`src/rtl/uart_rx_if.sv`:
```
// UART receiver bus: serial line and baud tick in, received byte and strobes out.
interface uart_rx_if #(
   parameter int NB_DATA = 8
);
   logic               i_tick;
   logic               i_rx;
   logic [NB_DATA-1:0] o_data;
   logic               o_rxdone;
   logic               o_frame_err;

   modport master (
      output i_tick,
      output i_rx,
      input  o_data,
      input  o_rxdone,
      input  o_frame_err
   );

   modport slave (
      input  i_tick,
      input  i_rx,
      output o_data,
      output o_rxdone,
      output o_frame_err
   );
endinterface

```
`src/rtl/uart_rx.sv`:
```
// 16x-oversampled UART receiver: synchronises the line, finds the start bit,
// samples each data bit at mid-bit and strobes out a byte or a framing error.
module uart_rx #(
   parameter int NB_DATA = 8,
   parameter int NB_STOP = 16
) (
   input  logic     clk,
   input  logic     i_reset,
   uart_rx_if.slave bus
);
   localparam int                 NB_BCNT   = (NB_DATA > 1) ? $clog2(NB_DATA) : 1;
   localparam logic [3:0]         TICK_HALF = 4'(NB_STOP / 2 - 1);
   localparam logic [3:0]         TICK_LAST = 4'(NB_STOP - 1);
   localparam logic [NB_BCNT-1:0] BIT_LAST  = NB_BCNT'(NB_DATA - 1);

   typedef enum logic [3:0] {
      IDLE  = 4'b0001,
      START = 4'b0010,
      DATA  = 4'b0100,
      STOP  = 4'b1000
   } state_t;

   state_t             r_state;
   logic               r_rx_meta;
   logic               r_rx_s;
   logic               r_rx_p;
   logic [1:0]         r_sync_vld;
   logic               r_armed;
   logic [3:0]         r_tick_cnt;
   logic [NB_BCNT-1:0] r_bit_cnt;
   logic [NB_DATA-1:0] r_shift;
   logic [NB_DATA-1:0] r_data;
   logic               r_rxdone;
   logic               r_frame_err;
   logic               w_fall;

   // A start edge only counts once the line has been seen high; this keeps a
   // line held low across reset release from looking like a start bit.
   assign w_fall = r_armed & r_rx_p & ~r_rx_s;

   assign bus.o_data      = r_data;
   assign bus.o_rxdone    = r_rxdone;
   assign bus.o_frame_err = r_frame_err;

   // Two-flop synchroniser, previous-sample flop and line-seen-high qualifier.
   // r_rx_s only reflects the pin from the third clock after reset, so the
   // qualifier waits for r_sync_vld before trusting it.
   always_ff @(posedge clk or posedge i_reset) begin
      if (i_reset) begin
         r_rx_meta  <= 1'b1;
         r_rx_s     <= 1'b1;
         r_rx_p     <= 1'b1;
         r_sync_vld <= 2'b00;
         r_armed    <= 1'b0;
      end else begin
         r_rx_meta  <= bus.i_rx;
         r_rx_s     <= r_rx_meta;
         r_rx_p     <= r_rx_s;
         r_sync_vld <= {r_sync_vld[0], 1'b1};
         if (r_sync_vld[1] && r_rx_s) begin
            r_armed <= 1'b1;
         end
      end
   end

   // Receive FSM with registered byte and one-clock strobes.
   always_ff @(posedge clk or posedge i_reset) begin
      if (i_reset) begin
         r_state     <= IDLE;
         r_tick_cnt  <= '0;
         r_bit_cnt   <= '0;
         r_shift     <= '0;
         r_data      <= '0;
         r_rxdone    <= 1'b0;
         r_frame_err <= 1'b0;
      end else begin
         r_rxdone    <= 1'b0;
         r_frame_err <= 1'b0;
         case (r_state)
            IDLE: begin
               if (w_fall) begin
                  r_state    <= START;
                  r_tick_cnt <= '0;
               end
            end
            START: begin
               if (bus.i_tick) begin
                  if (r_tick_cnt == TICK_HALF) begin
                     if (!r_rx_s) begin
                        r_state    <= DATA;
                        r_tick_cnt <= '0;
                        r_bit_cnt  <= '0;
                     end else begin
                        r_state <= IDLE;
                     end
                  end else begin
                     r_tick_cnt <= r_tick_cnt + 4'd1;
                  end
               end
            end
            DATA: begin
               if (bus.i_tick) begin
                  if (r_tick_cnt == TICK_LAST) begin
                     r_shift    <= {r_rx_s, r_shift[NB_DATA-1:1]};
                     r_tick_cnt <= '0;
                     if (r_bit_cnt == BIT_LAST) begin
                        r_state <= STOP;
                     end else begin
                        r_bit_cnt <= r_bit_cnt + 1'b1;
                     end
                  end else begin
                     r_tick_cnt <= r_tick_cnt + 4'd1;
                  end
               end
            end
            STOP: begin
               if (bus.i_tick) begin
                  if (r_tick_cnt == TICK_LAST) begin
                     r_state <= IDLE;
                     if (r_rx_s) begin
                        r_data   <= r_shift;
                        r_rxdone <= 1'b1;
                     end else begin
                        r_frame_err <= 1'b1;
                     end
                  end else begin
                     r_tick_cnt <= r_tick_cnt + 4'd1;
                  end
               end
            end
            default: begin
               r_state <= IDLE;
            end
         endcase
      end
   end
endmodule

```
`src/flat_wrapper.sv`:
```
// flat-port wrapper written by rule: the top's interface ports become plain ports
module uart_rx_flat 
#(
   parameter int NB_DATA = 8,
   parameter int NB_STOP = 16
)
  (clk, i_reset, bus_i_tick, bus_i_rx, bus_o_data, bus_o_rxdone, bus_o_frame_err);
  uart_rx_if #(.NB_DATA(NB_DATA)) bus_i ();
  input  logic clk;
  input  logic i_reset;
  input wire logic [$bits(bus_i.i_tick)-1:0] bus_i_tick;
  input wire logic [$bits(bus_i.i_rx)-1:0] bus_i_rx;
  output wire logic [$bits(bus_i.o_data)-1:0] bus_o_data;
  output wire logic [$bits(bus_i.o_rxdone)-1:0] bus_o_rxdone;
  output wire logic [$bits(bus_i.o_frame_err)-1:0] bus_o_frame_err;
  assign bus_i.i_tick = bus_i_tick;
  assign bus_i.i_rx = bus_i_rx;
  assign bus_o_data = bus_i.o_data;
  assign bus_o_rxdone = bus_i.o_rxdone;
  assign bus_o_frame_err = bus_i.o_frame_err;
  uart_rx #(.NB_DATA(NB_DATA), .NB_STOP(NB_STOP)) u_core (.clk(clk), .i_reset(i_reset), .bus(bus_i));
endmodule
```
`config.mk`:
```
export PLATFORM = sky130hd
export DESIGN_NAME = uart_rx_flat
export DESIGN_NICKNAME = d
export VERILOG_FILES = /design/src/rtl/uart_rx_if.sv /design/src/rtl/uart_rx.sv /design/src/flat_wrapper.sv
export SDC_FILE = /design/constraint.sdc
export NUM_CORES = 1
export LEC_CHECK = 0
export CAP_MARGIN = 20
export CORE_UTILIZATION = 47
export DETAILED_ROUTE_END_ITERATION = 10
export PLACE_DENSITY_LB_ADDON = 0.05
export SYNTH_ARGS = -nofsm -noshare
export SYNTH_HDL_FRONTEND = slang
export SYNTH_SLANG_ARGS = --single-unit
```
`constraint.sdc`:
```
create_clock -name clk -period 1.79 [get_ports clk]
set_input_delay 0.179 -clock clk [delete_from_list [all_inputs] [get_ports clk]]
set_output_delay 0.179 -clock clk [all_outputs]
set_load 0.05 [all_outputs]
```
==> run_results.csv <==
group,metric,value,unit
run_status,outcome,"finished, violations left",
run_status,violations,"setup timing",
final_layout,final_common_cell,"buf_4",
setup_path,reg2reg_to,"u_core.r_bit_cnt[0]$_DFFE_PP0P_",
power_and_ir_drop,ir_worst_vdd,0.000482,V
timing,timing.fmax,523,MHz
timing,setup_slack,-121,ps
timing,finalCritPeriodShare,107,%
setup_path,crit_chain,"buf_6, or4b_4, nor2_4, mux2_4, nand3_4, mux2_4",
cts,clock-root-buffer,"clkbuf_8",
synthesis,ys_types,42,
setup_path,max_stage_delay,570,ps
global_routing,grt_pass1_vias,1337,
final_layout,final_cell_mix,"buf_4 (40), dfrtp_1 (29), clkdlybuf4s50_1 (13)",
setup_path,arrival,2080,ps
cts,cts_buffers,5,
setup_path,cp-end-kind,"flop",
timing,rsz0062_at_grt,"yes",
setup_path,critical-path-top-delay-family,"simple AND/OR/NAND/NOR gates",
synthesis,syn_area_per_cell,12.3,um2
final_layout,finalNetCount,213,
die,core_area,3470,um2
power_and_ir_drop,p_per_area,818,nW/um2
final_layout,n_antenna_cell,0,
place,place.gp.congestion,0.870,
synthesis,yosysTopAreaCell,"dfrtp_1",
setup_path,reg2regPathDepth,6,
final_layout,fin_util,73.4,%
timing,fin_skew,20.2,ps
setup_path,worst_path_most_repeated_cell,"mux2_4",
place,place_area,2190,um2
power_and_ir_drop,p_leak,1.19,nW
drt,remaining_drc_errors,0,
drt,dr.pass1.iters,4,
cts,clk-insertion-delay-late,300,ps
cts,clkTransAtPathRegs,80,ps
cts,htreeDepth,2,
timing,tightest_slew,497,ps
place,place_inst,230,
cts,cts_buffer_depth,2,
synthesis,synth_cells,145,
timing,timing.slew.headroom,66.8,%
timing,final-hold-violation-count,0,
place,place.port_buffers,13,
synthesis,synth_area,1780,um2
setup_path,reg2reg_slack,-120,ps
die,initial_utilization,51.3,%
synthesis,synth_top_area_share,43.6,%
final_layout,fin_area,2550,um2
global_routing,grt.total_usage,20.9,%
timing,setup_tns,-846,ps
drt,final_antenna_net_count,0,
setup_path,crit_fanout,5,
die,num_rows,21,
final_layout,num-fill-cells,273,
synthesis,synth_warnings,0,
cts,clock_sinks,35,
setup_path,crit_buf_inv,1,
setup_path,cp_slowest_cell,"or4b_4",
synthesis,synth_area_leaders,"dfrtp_1 (44%), mux2_2 (10%), dfstp_2 (5.9%)",
timing,holdWs,203,ps
power_and_ir_drop,total_power,2.08,mW
drt,routed_via_density,5.41,
setup_path,start_kind,"flop",
timing,period_needed,1910,ps
cts,cts_tree,"yes",
setup_path,crit_type,"reg -> reg",
final_layout,drive_above_1_share,51.7,%
drt,first_iter_violations,66,
timing,slew_viol_final,0,
drt,routed_wirelength,4070,um
die,pin_count,14,
drt,vias,1368,
synthesis,seq_area_frac_synth,49.5,%
setup_path,cp.required,1960,ps
synthesis,synth_seq_cells,35,
die,die_h,63.6,um
run,cap_viol_max_count,0,
worst_hold_path,hold_class,"in -> async",
global_routing,gr-total-overflow,0,
global_routing,grt_max_degree,26,
global_routing,antenna_found_initial,0,
global_routing,grt_pass1_wl,6400,um
synthesis,synth_nets,152,
setup_path,timing.rr.start,"u_core.r_state[3]$_DFFE_PP0P_",
place,hpwlAfterDp,2760,um
place,pre_cts_slack,-171,ps
drt,drt-wirelength-per-cell,16.1,um
final_layout,finalNonFillerCells,253,
final_layout,syn2layout_area_growth,43.0,%
die,dieArea,4040,um2
timing,setup_viol,21,
die,dieWidth,63.6,um
==> how the worst max path moves through the flow <==
stage                                       start                          endpoint  slack (ps)  cells past startpoint
finish              u_core.r_state[3]$_DFFE_PP0P_   u_core.r_bit_cnt[0]$_DFFE_PP0P_        -120                      6
global route        u_core.r_state[3]$_DFFE_PP0P_   u_core.r_bit_cnt[0]$_DFFE_PP0P_        -160                      6
CTS                 u_core.r_state[3]$_DFFE_PP0P_   u_core.r_bit_cnt[0]$_DFFE_PP0P_        -100                      6
detailed placement  u_core.r_state[0]$_DFFE_PP1P_  u_core.r_tick_cnt[3]$_DFFE_PP0P_        -170                      7
global placement    u_core.r_state[0]$_DFFE_PP1P_     u_core.r_state[2]$_DFFE_PP0P_        -140                      6
floorplan           u_core.r_state[0]$_DFFE_PP1P_   u_core.r_bit_cnt[0]$_DFFE_PP0P_         -60                      7
==> layer usage <==
layer  up-vias  global-route usage [%]  share of wire, %
li1        646                       -                 -
met1       684                    28.8                47
met2        29                    32.7                48
met3         9                    5.80               3.3
met4         0                    4.26               1.8
met5         -                       0                 0
==> cells by family after synthesis <==
| family | count (synthesis) | synth area share, % |
|---|---|---|
| xor+xnor | 2 | 0.984 |
| buf+inv | 13 | 4.57 |
| other cells | 1 | 0.211 |
| simple gates | 44 | 19.6 |
| flops | 35 | 49.5 |
| fa+ha+maj | 3 | 2.11 |
| mux | 21 | 13.5 |
| compound gates | 26 | 9.56 |
==> cells in the mapped netlist, drive strengths merged <==
master,number
a31oi,1
and3,1
mux2,18
nand4,1
ha,3
a21oi,3
or3,1
or4b,4
nand3b,4
conb,1
mux2i,3
buf,6
xnor2,2
clkbuf,2
o221ai,1
o31ai,2
and2,1
o311ai,1
o21ai,12
nand3,5
nand2,7
a21o,1
nor4b,3
dfrtp,31
nor2b,1
inv,5
nor2,11
o22ai,2
a32o,2
dfstp,4
a2bb2oi,1
nand2b,3
nor3,2
==> registers in the layout, indices dropped and copies added (netlist names) <==
name                    cells
u_core.r_rx_s               1
u_core.r_state              4
u_core.r_rx_p               1
u_core.bus.o_frame_err      1
u_core.r_shift              8
u_core.r_rx_meta            1
u_core.bus.o_data           8
u_core.bus.o_rxdone         1
u_core.r_armed              1
u_core.r_sync_vld           2
u_core.r_bit_cnt            3
u_core.r_tick_cnt           4
==> cell type report <==
type / instances / area [um2] / area share [%]
Clock buffer: 6 / 72.6 / 2.85
Sequential cell: 35 / 883 / 34.7
Inverter: 5 / 18.8 / 0.737
Timing Repair Buffer: 62 / 558 / 21.9
Tap cell: 46 / 57.6 / 2.26
Clock inverter: 2 / 12.5 / 0.491
Multi-Input combinational cell: 97 / 943 / 37.1
==> repair_timing <==
| item | CTS | global route |
|---|---|---|
| pin swaps | 4 | 11 |
| buffers inserted | 6 | 11 |
| hold buffers | 0 | 0 |
| setup endpoints to repair | 26 | 26 |
| resized for setup | 19 | 27 |
==> power by group <==
part	total [mW]	switching (mW)	internal, mW	leakage (nW)
Combinational	0.659	0.303	0.356	0.693
Sequential	0.868	0.0364	0.831	0.451
Clock	0.557	0.285	0.272	0.0412
Total	2.08	0.625	1.46	1.19
Power figures use the tool's default switching activity.
